`src/rtl/bus_pkg.sv`:
```
// ---------------------------------------------------------------------------
// bus_pkg
// Shared definitions for the system-bus arbiter and its neighbours (address
// decoder, slave mux): arbiter state encoding, default bus widths and the
// width helpers used to size grant/index fields.
// ---------------------------------------------------------------------------
package bus_pkg;

    typedef enum logic [1:0] {
        ST_IDLE    = 2'd0,
        ST_GRANT   = 2'd1,
        ST_RELEASE = 2'd2
    } arb_state_e;

    localparam int DEF_NUM_MASTERS = 4;
    localparam int DEF_SLAVE_SEL_W = 2;

    // Width of the 1-based owner number (0 reserved for "no owner").
    function automatic int gnt_width(input int num_masters);
        return $clog2(num_masters + 1);
    endfunction

    // Width of a 0-based master index; never narrower than one bit.
    function automatic int idx_width(input int num_masters);
        return (num_masters > 1) ? $clog2(num_masters) : 1;
    endfunction

endpackage

```
`src/rtl/rr_priority_picker.sv`:
```
// ---------------------------------------------------------------------------
// rr_priority_picker
// Combinational winner selection for the bus arbiter.
//   req     in   NUM_MASTERS  request vector, bit i = master i
//   rr_ptr  in   IDX_W        round-robin start index
//   mode    in   1            1 = search starts at rr_ptr, 0 = search starts at 0
//   winner  out  IDX_W        index of the selected master
//   valid   out  1            at least one request present
// ---------------------------------------------------------------------------
module rr_priority_picker
    import bus_pkg::*;
#(
    parameter int NUM_MASTERS = DEF_NUM_MASTERS,
    parameter int IDX_W       = idx_width(DEF_NUM_MASTERS)
) (
    input  logic [NUM_MASTERS-1:0] req,
    input  logic [IDX_W-1:0]       rr_ptr,
    input  logic                   mode,
    output logic [IDX_W-1:0]       winner,
    output logic                   valid
);

    logic [IDX_W-1:0] start;
    logic [IDX_W:0]   cand;
    logic [IDX_W-1:0] cand_idx;

    // Scan NUM_MASTERS positions starting at 'start'; the extra bit in 'cand'
    // holds start+i before it is folded back into range.
    always_comb begin
        winner   = '0;
        valid    = 1'b0;
        cand     = '0;
        cand_idx = '0;
        start    = mode ? rr_ptr : '0;
        for (int i = 0; i < NUM_MASTERS; i++) begin
            cand = {1'b0, start} + (IDX_W+1)'(i);
            if (cand >= (IDX_W+1)'(NUM_MASTERS)) begin
                cand = cand - (IDX_W+1)'(NUM_MASTERS);
            end
            cand_idx = cand[IDX_W-1:0];
            if (!valid && req[cand_idx]) begin
                valid  = 1'b1;
                winner = cand_idx;
            end
        end
    end

endmodule

```
`src/rtl/bus_arbiter_rr.sv`:
```
// ---------------------------------------------------------------------------
// bus_arbiter_rr
// N-master system-bus arbiter with fixed or round-robin priority. The owner
// and its slave select are locked for the whole transaction; an optional
// watchdog forces release if the slave never signals completion.
//   clk           in   1                        system clock
//   rst           in   1                        async reset, active-high
//   m_request     in   NUM_MASTERS              request per master
//   m_slave_sel   in   NUM_MASTERS*SLAVE_SEL_W  slave select per master
//   trans_done    in   1                        transaction complete pulse
//   m_grant       out  NUM_MASTERS              one-hot grant
//   arbiter_busy  out  1                        bus owned
//   bus_grant     out  GNT_W                    owner number (1-based), 0 = none
//   slave_sel     out  SLAVE_SEL_W              owner's slave select, latched at grant
//   timeout       out  1                        watchdog forced-release pulse
//
// state      | meaning
// -----------+-------------------------------------------------------------
// ST_IDLE    | no owner; requests evaluated every cycle
// ST_GRANT   | owner holds the bus until trans_done or watchdog expiry
// ST_RELEASE | one turnaround cycle with all grant outputs low
// ---------------------------------------------------------------------------
module bus_arbiter_rr
    import bus_pkg::*;
#(
    parameter int NUM_MASTERS    = DEF_NUM_MASTERS,
    parameter int SLAVE_SEL_W    = DEF_SLAVE_SEL_W,
    parameter int RR_MODE        = 1,
    parameter int TIMEOUT_CYCLES = 0
) (
    input  logic                               clk,
    input  logic                               rst,
    input  logic [NUM_MASTERS-1:0]             m_request,
    input  logic [NUM_MASTERS*SLAVE_SEL_W-1:0] m_slave_sel,
    input  logic                               trans_done,
    output logic [NUM_MASTERS-1:0]             m_grant,
    output logic                               arbiter_busy,
    output logic [gnt_width(NUM_MASTERS)-1:0]  bus_grant,
    output logic [SLAVE_SEL_W-1:0]             slave_sel,
    output logic                               timeout
);

    localparam int   GNT_W   = gnt_width(NUM_MASTERS);
    localparam int   IDX_W   = idx_width(NUM_MASTERS);
    localparam logic MODE_RR = (RR_MODE != 0);

    arb_state_e state_q, state_d;

    logic [IDX_W-1:0]       rr_ptr;
    logic [IDX_W-1:0]       pick_idx;
    logic                   pick_valid;
    logic [IDX_W-1:0]       ptr_next;
    logic [SLAVE_SEL_W-1:0] sel_pick;
    logic                   grant_now;
    logic                   wd_expire;

    logic [NUM_MASTERS-1:0] m_grant_d;
    logic                   busy_d;
    logic [GNT_W-1:0]       bus_grant_d;
    logic [SLAVE_SEL_W-1:0] slave_sel_d;
    logic                   timeout_d;

    rr_priority_picker #(
        .NUM_MASTERS (NUM_MASTERS),
        .IDX_W       (IDX_W)
    ) u_picker (
        .req    (m_request),
        .rr_ptr (rr_ptr),
        .mode   (MODE_RR),
        .winner (pick_idx),
        .valid  (pick_valid)
    );

    assign grant_now = (state_q == ST_IDLE) && pick_valid;

    // Constant-index mux avoids a variable multiply in the part-select.
    always_comb begin
        sel_pick = '0;
        for (int i = 0; i < NUM_MASTERS; i++) begin
            if (pick_idx == IDX_W'(i)) begin
                sel_pick = m_slave_sel[i*SLAVE_SEL_W +: SLAVE_SEL_W];
            end
        end
    end

    assign ptr_next = (pick_idx == IDX_W'(NUM_MASTERS-1)) ? '0 : pick_idx + IDX_W'(1);

    // Watchdog counts completed GRANT cycles; expiry is flagged during the
    // TIMEOUT_CYCLES-th grant cycle so the bus is held exactly that long.
    if (TIMEOUT_CYCLES > 0) begin : g_wd
        localparam int WD_W = $clog2(TIMEOUT_CYCLES + 1);
        logic [WD_W-1:0] wd_cnt;

        always_ff @(posedge clk or posedge rst) begin
            if (rst) begin
                wd_cnt <= '0;
            end else if (grant_now) begin
                wd_cnt <= '0;
            end else if (state_q == ST_GRANT) begin
                wd_cnt <= wd_cnt + WD_W'(1);
            end
        end

        assign wd_expire = (state_q == ST_GRANT) && (wd_cnt == WD_W'(TIMEOUT_CYCLES - 1));
    end else begin : g_no_wd
        assign wd_expire = 1'b0;
    end

    always_ff @(posedge clk or posedge rst) begin
        if (rst) begin
            state_q <= ST_IDLE;
        end else begin
            state_q <= state_d;
        end
    end

    // Next state and next registered outputs. Outputs default to the
    // "no owner" values and are only held while the owner keeps the bus.
    always_comb begin
        state_d     = state_q;
        m_grant_d   = '0;
        busy_d      = 1'b0;
        bus_grant_d = '0;
        slave_sel_d = '0;
        timeout_d   = 1'b0;
        case (state_q)
            ST_IDLE: begin
                if (pick_valid) begin
                    state_d             = ST_GRANT;
                    m_grant_d[pick_idx] = 1'b1;
                    busy_d              = 1'b1;
                    bus_grant_d         = GNT_W'(pick_idx) + GNT_W'(1);
                    slave_sel_d         = sel_pick;
                end
            end
            ST_GRANT: begin
                if (trans_done) begin
                    state_d = ST_RELEASE;
                end else if (wd_expire) begin
                    state_d   = ST_RELEASE;
                    timeout_d = 1'b1;
                end else begin
                    m_grant_d   = m_grant;
                    busy_d      = arbiter_busy;
                    bus_grant_d = bus_grant;
                    slave_sel_d = slave_sel;
                end
            end
            ST_RELEASE: begin
                state_d = ST_IDLE;
            end
            default: begin
                state_d = ST_IDLE;
            end
        endcase
    end

    always_ff @(posedge clk or posedge rst) begin
        if (rst) begin
            m_grant      <= '0;
            arbiter_busy <= 1'b0;
            bus_grant    <= '0;
            slave_sel    <= '0;
            timeout      <= 1'b0;
        end else begin
            m_grant      <= m_grant_d;
            arbiter_busy <= busy_d;
            bus_grant    <= bus_grant_d;
            slave_sel    <= slave_sel_d;
            timeout      <= timeout_d;
        end
    end

    always_ff @(posedge clk or posedge rst) begin
        if (rst) begin
            rr_ptr <= '0;
        end else if (grant_now) begin
            rr_ptr <= ptr_next;
        end
    end

endmodule

```
`config.mk`:
```
export PLATFORM = sky130hd
export DESIGN_NAME = bus_arbiter_rr
export DESIGN_NICKNAME = d
export VERILOG_FILES = /design/src/rtl/bus_pkg.sv /design/src/rtl/rr_priority_picker.sv /design/src/rtl/bus_arbiter_rr.sv
export SDC_FILE = /design/constraint.sdc
export NUM_CORES = 1
export LEC_CHECK = 0
export CAP_MARGIN = 25
export CORE_ASPECT_RATIO = 1.5
export CORE_UTILIZATION = 42
export DETAILED_ROUTE_END_ITERATION = 6
export HOLD_SLACK_MARGIN = 0.05
export PLACE_DENSITY = 0.8
export REMOVE_ABC_BUFFERS = 1
export SLEW_MARGIN = 20
export SYNTH_ARGS = -nofsm -noshare
export SYNTH_HDL_FRONTEND = slang
export SYNTH_HIERARCHICAL = 1
export SYNTH_SLANG_ARGS = --single-unit
```
`constraint.sdc`:
```
create_clock -name clk -period 2.4 [get_ports clk]
set_input_delay 0.48 -clock clk [delete_from_list [all_inputs] [get_ports clk]]
set_output_delay 0.48 -clock clk [all_outputs]
set_load 0.02 [all_outputs]
```
==> summary.txt <==
Global route
  • Largest net degree at the start of global routing: 14
  • Met2 Use GR: 40.36%
  • Met3 Use GR: 1.504%
  • Initial antenna violation count: 0
  • Global route overflow: 0
  • First-pass GRT wire length: 3532 um
  • Vias in the first global route: 837
  • Met1 track demand over resource: 22.09%
  • GR Util All Layers: 21.32%
  • GR peak layer: met2

Pwr
  • Maximum vdd drop: 0.7088 mV
  • Sw Share: 40.20%
  • Internal: 1.022 mW
  • PwrDens: 1164 nW/um^2
  • Reg power frac: 23.4%
  • Comb power frac: 68.8%
  • Total power: 1.709 mW
  • Clock power share: 7.8%
  • P_leak: 0.6560 nW
  • Net Switching: 0.6869 mW

Setup path
  • Slowest cell on the critical path: dfrtp_2
  • Crit start category: flop
  • WS Path Type: reg2reg
  • Critical Path Sink Type: flop
  • Worst Path Max Fanout: 7
  • CP arrival: 2570 ps
  • CP max stage delay: 470 ps
  • Reg2reg start: rr_ptr[1]
  • FF-to-FF End: slave_sel[1]
  • CP Cell Sequence: and4bb_2 > buf_4 > nor3_4 > nor2_2 > o22ai_4 > inv_2 > ha_4 > and3b_2 > a2111oi_4 > o21ai_1
  • R2R depth: 10
  • Worst reg2reg setup slack: -4 ps
  • Critical path data required time: 2570 ps

Routing
  • Wirelength per Cell: 17.10 um
  • Detailed Routing Iterations Pass 1: 4
  • Final WL: 2685 um
  • Routed vias: 874
  • Initial drt markers: 12
  • Post-route ant nets: 0
  • Drt via density: 5.567
  • DRC: 0

STA
  • Fin crit share: 100.2%
  • Post-layout min period: 2404 ps
  • Slew Limit Fails: 0
  • Final hold slack: 490.8 ps
  • Slew of the pin with the lowest slew margin: 599.0 ps
  • Unrepaired setup endpoints after global routing: true
  • Final hold violation count: 0
  • Setup_tns: -4.355 ps
  • Slew HR: 59.89%
  • Setup Viol. Count Final: 1
  • Setup slack after layout: -4.355 ps
  • Skew final: 5.385 ps
  • FMAX: 0.4159 GHz

Placed design
  • # port buffers: 24
  • Post-DP HPWL: 1625 um
  • RePlAce Congestion: 0.8198
  • Placed insts: 144

Die
  • Core ar.: 2052 um^2
  • Num ports: 26
  • Die extent in y: 59.55 um
  • Die width: 40.36 um
  • Die area: 2403 um^2
  • FP Rows: 20
  • Starting density of the core: 45.18%

Cells and area
  • Fill cell count: 158
  • Final core occ: 71.52%
  • Area growth, synth to finish: 58.30%
  • Antenna Cells: 0
  • Fin cells: 157
  • Fraction of layout cells with a size suffix above 1: 42.96%
  • Nets: 155

Logic synthesis
  • FF+latch count, synth: 13
  • Top-count cell post-synth: dfrtp_1
  • Cells after Synth: 91
  • Synth area leader: dfrtp_1
  • Top cells by count, synth: dfrtp_1, inv_1, a22o_1
  • Ys async rst share: 100.0%
  • Synth top area share: 35.09%
  • Post-synth EDFFs: 0
  • Sequential share of the synthesized area: 35.09%
  • Largest cells by area after synthesis: dfrtp_1, ha_1, a22o_1
  • Distinct cells, synth: 39
  • Mapped Area: 927.1 um^2
  • Mean post-synth cell area: 10.19 um^2
  • Most common flop cell mapped by yosys: dfrtp_1
  • Syn. warnings: 6

Run status
  • Outcome: complete, but fails checks
  • Failing checks: setup timing

CTS
  • Clock sinks: 13
  • Inserted Clock Buffers: 3
  • Max clock buf depth: 2
  • Clk slew on worst S/H paths: 80 ps
  • CTS tree: done
  • Worst-Skew Late Latency: 280 ps
  • Hold buffers post-CTS: 0
  • CTS root buf: clkbuf_4
  • # H-tree levels: 1

Worst hold path
  • Worst Hold Depth: 2
  • Hold wc startpoint: slave_sel[1]
  • Hold Path End: slave_sel[1]
  • Hold WC Path Type: reg2reg

Job
  • Number of max-cap violations: 0
## worst max path at each step
stage,start,end,slack [ps],cells after the start
finish,rr_ptr[1],slave_sel[1],-4,10
CTS,rr_ptr[0],slave_sel[1],20,10
floorplan,rr_ptr[1],slave_sel[1],60,9
global route,rr_ptr[1],slave_sel[1],-210,9
global placement,m_request[1],slave_sel[1],-510,10
detailed placement,m_request[1],slave_sel[1],-540,10
## kinds of logic after synthesis
family                   share of synthesized area [%]
AND/OR/NAND/NOR                                  20.38
buffers and inverters                            8.366
multiplexers                                     5.668
adder cells (fa/ha/maj)                          5.398
flip-flops                                       35.09
other                                           0.8100
AO/OA/AOI/OAI                                    24.29
## power by group through the flow
stage,clock network (mW),registers [mW],logic [mW]
after floorplan,0,0.484,0.417
after global placement,0,0.401,0.859
after detailed placement,0,0.409,0.869
after CTS,0.139,0.407,0.961
after global routing,0.148,0.412,1.26
final,0.133,0.399,1.18
## through the flow
step	setup WS [ps]	area, um^2
floorplan	57.03	872.1
global placement	-505.7	1245
detailed placement	-537.1	1245
CTS	18.82	1335
global route	-208.8	1468
finish	-4.355	1468
## repair_timing
action                     4_1_cts  5_1_grt
pin swaps                        5        8
buffers inserted                 2        7
setup endpoints to repair        2        2
gates resized for setup         16       20
## critical path, delay by kind of cell, from the launching register on
kind	cells	cell delay [ps]
simple gates	4	790
compound gates	3	580
flops	1	470
buf+inv	2	250
fa+ha+maj	1	190
## cells in the final DEF (no fill, tap or decap), types with 2 or more instances in the layout
master,n
o21ai_1,2
a22o_1,5
dlygate4sd2_1,3
and4bb_1,2
nor3b_2,2
ha_4,4
dfrtp_2,2
dfrtp_1,11
nand2_1,4
nor3_4,2
or2_2,2
nor2_1,3
buf_4,22
inv_2,2
clkbuf_4,3
and3b_1,2
conb_1,2
inv_1,4
o21ai_0,4
a21o_1,2
clkdlybuf4s50_1,20
mux2i_1,3
mux2_2,2
## cell type report
class                      instances  area [um^2]  share of cell area [%]
clock buffer                       4        26.28                   1.790
timing repair buffer              47        407.9                   27.79
inverter                           6        22.52                   1.535
tap                               22        27.53                   1.876
multi-input combinational         65        655.6                   44.67
sequential                        13        327.8                   22.34
## state kept, by name (all words and copies together), names as in the netlist
name	count
m_grant	4
bus_grant	2
rr_ptr	2
slave_sel	2
state_q	2
arbiter_busy	1
## routing by layer
metal	share of wire (%)	routed length [um]	vias to the layer above
met5	0	0	-
met4	3.1	82	0
met3	3.6	96	11
met2	58	1560	28
met1	35	946	415
li1	-	-	420
Power figures use the tool's default switching activity.
